--- src/rtl/setn_seq_pkg.sv ---
// rtl/setn_seq_pkg.sv - shared state type and elaboration helpers for the setn bank sequencer
package setn_seq_pkg;

    typedef enum logic [1:0] {
        STARTUP = 2'd0,
        IDLE    = 2'd1,
        PULSE   = 2'd2,
        RECOVER = 2'd3
    } seq_state_t;

    // Ceiling log2; clog2(1) = 0.
    function automatic int clog2(input int n);
        int r;
        r = 0;
        for (int v = 1; v < n; v = v * 2) begin
            r = r + 1;
        end
        return r;
    endfunction

    function automatic int max3(input int a, input int b, input int c);
        int m;
        m = (a > b) ? a : b;
        return (m > c) ? m : c;
    endfunction

    function automatic bit params_ok(input int nb, input int pw, input int rw, input int sw);
        return (nb >= 2) && (nb <= 16) && (pw >= 1) && (rw >= 0) && (sw >= 1);
    endfunction

endpackage

--- src/rtl/rr_arbiter.sv ---
// rtl/rr_arbiter.sv - combinational round-robin pick of one requester
// Ports:
//   req     : request vector, one bit per bank
//   ptr     : highest-priority index for this pick
//   gnt     : one-hot grant (all zero when nothing requests)
//   gnt_idx : encoded index of the granted bank
//   any     : at least one request present
module rr_arbiter
    import setn_seq_pkg::*;
#(
    parameter int NB = 4,
    parameter int IW = 2
) (
    input  logic [NB-1:0] req,
    input  logic [IW-1:0] ptr,
    output logic [NB-1:0] gnt,
    output logic [IW-1:0] gnt_idx,
    output logic          any
);

    // One extra bit so ptr + i can be compared against NB before wrapping.
    logic [IW:0] pos;

    always_comb begin
        gnt     = '0;
        gnt_idx = '0;
        any     = 1'b0;
        pos     = '0;
        for (int i = 0; i < NB; i++) begin
            pos = {1'b0, ptr} + (IW + 1)'(i);
            if (pos >= (IW + 1)'(NB)) begin
                pos = pos - (IW + 1)'(NB);
            end
            if (!any && req[pos[IW-1:0]]) begin
                any               = 1'b1;
                gnt_idx           = pos[IW-1:0];
                gnt[pos[IW-1:0]]  = 1'b1;
            end
        end
    end

endmodule

--- src/rtl/setn_bank_sequencer.sv ---
// rtl/setn_bank_sequencer.sv - staggered start-up release and round-robin set pulses for SETN banks
// Ports:
//   CLK       : clock, rising edge
//   RN        : asynchronous active-low reset
//   REQ       : per-bank set request, level, held until GNT
//   SETN_BANK : active-low set per bank, registered
//   GNT       : one-hot pulse on the first cycle of a bank's set pulse
//   BUSY      : high in every state except IDLE
//   DONE      : pulse on the final recovery cycle (final pulse cycle when RW = 0)
module setn_bank_sequencer
    import setn_seq_pkg::*;
#(
    parameter int NB = 4,
    parameter int PW = 3,
    parameter int RW = 2,
    parameter int SW = 2
) (
    input  logic          CLK,
    input  logic          RN,
    input  logic [NB-1:0] REQ,
    output logic [NB-1:0] SETN_BANK,
    output logic [NB-1:0] GNT,
    output logic          BUSY,
    output logic          DONE
);

    localparam int IW = clog2(NB);
    localparam int CW = clog2(max3(PW, RW, SW) + 1);

    // Terminal counts; the *_PRE values mark the cycle before the last one so
    // DONE can be registered and still land on the final cycle.
    localparam logic [CW-1:0] PW_LAST  = CW'(PW - 1);
    localparam logic [CW-1:0] PW_PRE   = CW'((PW >= 2) ? PW - 2 : 0);
    localparam logic [CW-1:0] RW_LAST  = CW'((RW >= 1) ? RW - 1 : 0);
    localparam logic [CW-1:0] RW_PRE   = CW'((RW >= 2) ? RW - 2 : 0);
    localparam logic [CW-1:0] SW_LAST  = CW'(SW - 1);
    localparam logic [IW-1:0] IDX_LAST = IW'(NB - 1);

    if (!params_ok(NB, PW, RW, SW)) begin : g_param_check
        $error("setn_bank_sequencer: illegal NB/PW/RW/SW");
    end

    seq_state_t    state;
    logic [IW-1:0] idx;
    logic [IW-1:0] ptr;
    logic [IW-1:0] cur;
    logic [CW-1:0] cnt;

    logic [NB-1:0] arb_gnt;
    logic [IW-1:0] arb_idx;
    logic          arb_any;
    logic [IW-1:0] ptr_next;
    logic          done_next;

    rr_arbiter #(
        .NB(NB),
        .IW(IW)
    ) u_arb (
        .req     (REQ),
        .ptr     (ptr),
        .gnt     (arb_gnt),
        .gnt_idx (arb_idx),
        .any     (arb_any)
    );

    // Pointer moves past the granted bank so it is served last next time.
    assign ptr_next = (arb_idx == IDX_LAST) ? '0 : arb_idx + IW'(1);

    always_comb begin
        done_next = 1'b0;
        case (state)
            IDLE:    done_next = arb_any && (PW == 1) && (RW == 0);
            PULSE:   done_next = (RW == 0) ? ((PW >= 2) && (cnt == PW_PRE))
                                           : ((RW == 1) && (cnt == PW_LAST));
            RECOVER: done_next = (RW >= 2) && (cnt == RW_PRE);
            default: done_next = 1'b0;
        endcase
    end

    always_ff @(posedge CLK or negedge RN) begin
        if (!RN) begin
            state     <= STARTUP;
            idx       <= '0;
            ptr       <= '0;
            cur       <= '0;
            cnt       <= '0;
            SETN_BANK <= '0;
            GNT       <= '0;
            BUSY      <= 1'b1;
            DONE      <= 1'b0;
        end else begin
            GNT  <= '0;
            DONE <= done_next;
            case (state)
                STARTUP: begin
                    if (cnt == SW_LAST) begin
                        SETN_BANK[idx] <= 1'b1;
                        cnt            <= '0;
                        if (idx == IDX_LAST) begin
                            idx   <= '0;
                            state <= IDLE;
                            BUSY  <= 1'b0;
                        end else begin
                            idx <= idx + IW'(1);
                        end
                    end else begin
                        cnt <= cnt + CW'(1);
                    end
                end
                IDLE: begin
                    if (arb_any) begin
                        GNT                <= arb_gnt;
                        SETN_BANK[arb_idx] <= 1'b0;
                        cur                <= arb_idx;
                        ptr                <= ptr_next;
                        cnt                <= '0;
                        state              <= PULSE;
                        BUSY               <= 1'b1;
                    end
                end
                PULSE: begin
                    if (cnt == PW_LAST) begin
                        SETN_BANK[cur] <= 1'b1;
                        cnt            <= '0;
                        if (RW == 0) begin
                            state <= IDLE;
                            BUSY  <= 1'b0;
                        end else begin
                            state <= RECOVER;
                        end
                    end else begin
                        cnt <= cnt + CW'(1);
                    end
                end
                RECOVER: begin
                    if (cnt == RW_LAST) begin
                        cnt   <= '0;
                        state <= IDLE;
                        BUSY  <= 1'b0;
                    end else begin
                        cnt <= cnt + CW'(1);
                    end
                end
                default: state <= STARTUP;
            endcase
        end
    end

endmodule

--- config.mk ---
export PLATFORM = sky130hd
export DESIGN_NAME = setn_bank_sequencer
export DESIGN_NICKNAME = d
export VERILOG_FILES = /design/src/rtl/setn_seq_pkg.sv /design/src/rtl/rr_arbiter.sv /design/src/rtl/setn_bank_sequencer.sv
export SDC_FILE = /design/constraint.sdc
export NUM_CORES = 1
export LEC_CHECK = 0
export CORE_MARGIN = 1
export CORE_UTILIZATION = 60
export CTS_BUF_LIST = sky130_fd_sc_hd__clkbuf_4
export DETAILED_ROUTE_END_ITERATION = 10
export HOLD_SLACK_MARGIN = 0.12
export PLACE_DENSITY = 0.8
export RECOVER_POWER = 100
export SKIP_LAST_GASP = 1
export SLEW_MARGIN = 0
export SYNTH_ARGS = -nofsm -noshare
export SYNTH_HDL_FRONTEND = slang
export SYNTH_HIERARCHICAL = 1
export SYNTH_SLANG_ARGS = --single-unit
--- constraint.sdc ---
create_clock -name CLK -period 4.4 [get_ports CLK]
set_input_delay 1.32 -clock CLK [delete_from_list [all_inputs] [get_ports CLK]]
set_output_delay 1.32 -clock CLK [all_outputs]
set_load 0.01 [all_outputs]
==> results.ini <==
[detailed_routing]
wl_per_cell_um = 15.6
firstDrtPassIters = 4
via_per_inst = 6.24
via_count = 1261
ant_nets = 0
route.detailed.drc = 0
drt_wl_total_um = 3160
first_iter_violations = 32

[synthesis]
synth_area_mm2 = 0.00162
syn-instance-count = 156
ys.flop_type = dfrtp_1
ys_seq_area_share_pct = 31.0
synth_edf_count = 0
postSynth.asyncResetShare_pct = 100
synth_nets = 181
ys_top_cells_by_area = dfrtp_1, ha_1, a22oi_1
avgSynthCellArea_um2 = 10.4
synth_cell_types = 46
synth_top_cell_by_area = dfrtp_1
ys_seq_elements = 20
netlist.area_leader.share_pct = 29.4
synth_common_cells = dfrtp_1, ha_1, inv_1, a22oi_1, o21ai_0
yosysWarningCount = 6

[floorplanning]
die_area_mm2 = 0.00291
start_util_pct = 64.2
rows = 18
coreArea_mm2 = 0.00252
die_width_um = 53.9
die_y_um = 53.9
ios = 16

[critical_path]
critical_path_buf_inv_count = 2
critical_path.endpoint_type = flip-flop
critPathMaxStageDelay_ps = 640
r2r_slack_ps = 1110
crit_family = buffers and inverters
crit_end = SETN_BANK[1]$_DFFE_PN0P_
worstPathArrival_ps = 4080
rr_worst_depth = 10
crit_cells = 9
critPathSlowestCell = mux4_2
path_cells = dlygate4sd3_1 -> mux4_2 -> nor4b_4 -> nor2_1 -> a32o_1 -> inv_1 -> ha_1 -> o211ai_1 -> a221o_1
startpoint = REQ[3]
r2r-end = SETN_BANK[1]$_DFFE_PN0P_
start_kind = primary input
timing.rr.start = ptr[0]$_DFFE_PN0P_
cp_max_fo = 13
critPathKind = primary input to flip-flop
cp.required_ps = 4600

[power]
switching_power_uw = 676
p_leak_uw = 0.000801
clkPwrFrac_pct = 6.7
ir_worst_vdd_uv = 649
power_density_mw_per_mm2 = 807
seqPwrFrac_pct = 25.7
internal-power_uw = 778
combPwrFrac_pct = 67.6
switching_share_pct = 46.5

[finish]
nets = 198
drive_gt1_share_pct = 14.5
final_area_mm2 = 0.00180
diodes = 0
area_growth_pct = 11.2

[status]
outcome = complete, no violations

[min_path]
min_path_type = flip-flop to flip-flop

[clock_tree]
cts.sink_count = 20
cts-root-buf = clkbuf_4
clk_pin_slew_ps = 110
htreeDepth = 1
clk_latency_ps = 310
cts_tree = built
postCtsHoldBufs = 0
clk_path_buf_depth = 2
cts_setup_buffers = 0
cts_made_buffers = 3
cts_resized = 0

[job]
drv_cap = 0

[timing]
hold_viol_final = 0
rsz0062_at_grt = false
report.final.setup_viol = 0
tns_ps = 0
fin_crit_ps = 3870
tightest_slew_ps = 861
relSlewSlack_pct = 42.4
timing.fmax_mhz = 258
fin_worst_skew_ps = 7.80
period_share_pct = 88.0
maxSlewViolCount = 0

[global_routing]
grt_pass1_vias = 1186
gr-total-overflow = 0
grt.total_usage_pct = 25.9
grt_max_degree = 21
grt_pass1_wl_um = 5330
antenna_found_initial = 0

[placement]
dpl.hpwl_um = 2390
gp_congestion = 0.882
placed_cell_area_mm2 = 0.00178
numPortBuffers = 15

==> state kept, by name (all words and copies together) (netlist names) <==
register   count
BUSY           1
DONE           1
GNT            4
SETN_BANK      4
cnt            2
cur            2
idx            2
ptr            2
state          2
==> how the worst min path moves through the flow <==
| stage | from | end | slack [ps] | cells after the start |
|---|---|---|---|---|
| after floorplan | cnt[1]$_DFFE_PN0P_ | DONE$_DFF_PN0_ | 480 | 1 |
| after detailed placement | BUSY$_DFFE_PN1P_ | BUSY$_DFFE_PN1P_ | 520 | 1 |
| after global placement | BUSY$_DFFE_PN1P_ | BUSY$_DFFE_PN1P_ | 490 | 1 |
| after CTS | BUSY$_DFFE_PN1P_ | BUSY$_DFFE_PN1P_ | 540 | 1 |
| final | BUSY$_DFFE_PN1P_ | BUSY$_DFFE_PN1P_ | 540 | 1 |
| after global routing | BUSY$_DFFE_PN1P_ | BUSY$_DFFE_PN1P_ | 540 | 1 |
==> layout make-up <==
class / count / area (µm²)
Timing Repair Buffer: 16 / 154
Clock buffer: 4 / 30.0
Fill cell: 202 / 722
Multi-Input combinational cell: 118 / 1020
Sequential cell: 20 / 502
Tap cell: 30 / 37.5
Inverter: 14 / 52.6
==> cell usage in the layout (no fill, tap or decap), types with 2 or more instances in the layout <==
master,synthesis,routed
a21o_1,2,2
a21oi_1,4,4
a221o_1,3,3
a22o_1,2,2
a22oi_1,9,9
a2bb2oi_1,2,2
and2b_2,4,4
and3_1,4,4
clkbuf_4,0,4
clkdlybuf4s50_1,0,3
dfrtp_1,19,19
dlygate4sd3_1,0,12
ha_1,19,19
inv_1,14,14
mux2_2,4,4
mux4_1,2,2
mux4_2,2,2
nand2_1,7,7
nand2b_1,2,2
nand3b_1,2,2
nor2_1,7,8
nor2b_1,2,2
nor3_1,4,4
o211ai_1,5,5
o21ai_0,8,8
o22ai_1,2,2
o31ai_1,2,2
==> stage by stage <==
step	setup slack [ps]	cells	hold slack (ps)	util, %	power (µW)
4_1_cts	680	202	536	71.6	1470
5_1_grt	377	202	540	71.4	1600
3_3_place_gp	454	198	495	70.4	1320
6_report	528	202	536	71.4	1450
2_1_floorplan	1140	156	484	-	1150
3_5_place_dp	356	198	517	70.4	1370
==> power groups by stage <==
stage          Clock (µW)  Sequential (µW)  Combinational, µW
2_1_floorplan           0              359                790
3_3_place_gp            0              366                952
3_5_place_dp            0              379                991
4_1_cts               100              375                997
5_1_grt               109              388               1100
6_report             96.7              374                983
==> layer usage <==
metal | vias to the layer above | global-route usage, % | share of wire (%)
met2 | 38 | 39.1 | 46
met1 | 601 | 35.6 | 47
met5 | - | 0 | 0
li1 | 615 | - | -
met4 | 0 | 7.46 | 1.3
met3 | 7 | 7.63 | 5.6
==> cell families (layout without fill, tap and decap cells) <==
logic type	count (synthesis)	count (layout)	synth area share [%]
compound gates	48	48	23.0
simple gates	41	41	15.5
flops	20	20	31.0
fa+ha+maj	19	19	14.7
buf+inv	18	34	5.56
mux	10	10	10.4
Power figures use the tool's default switching activity.
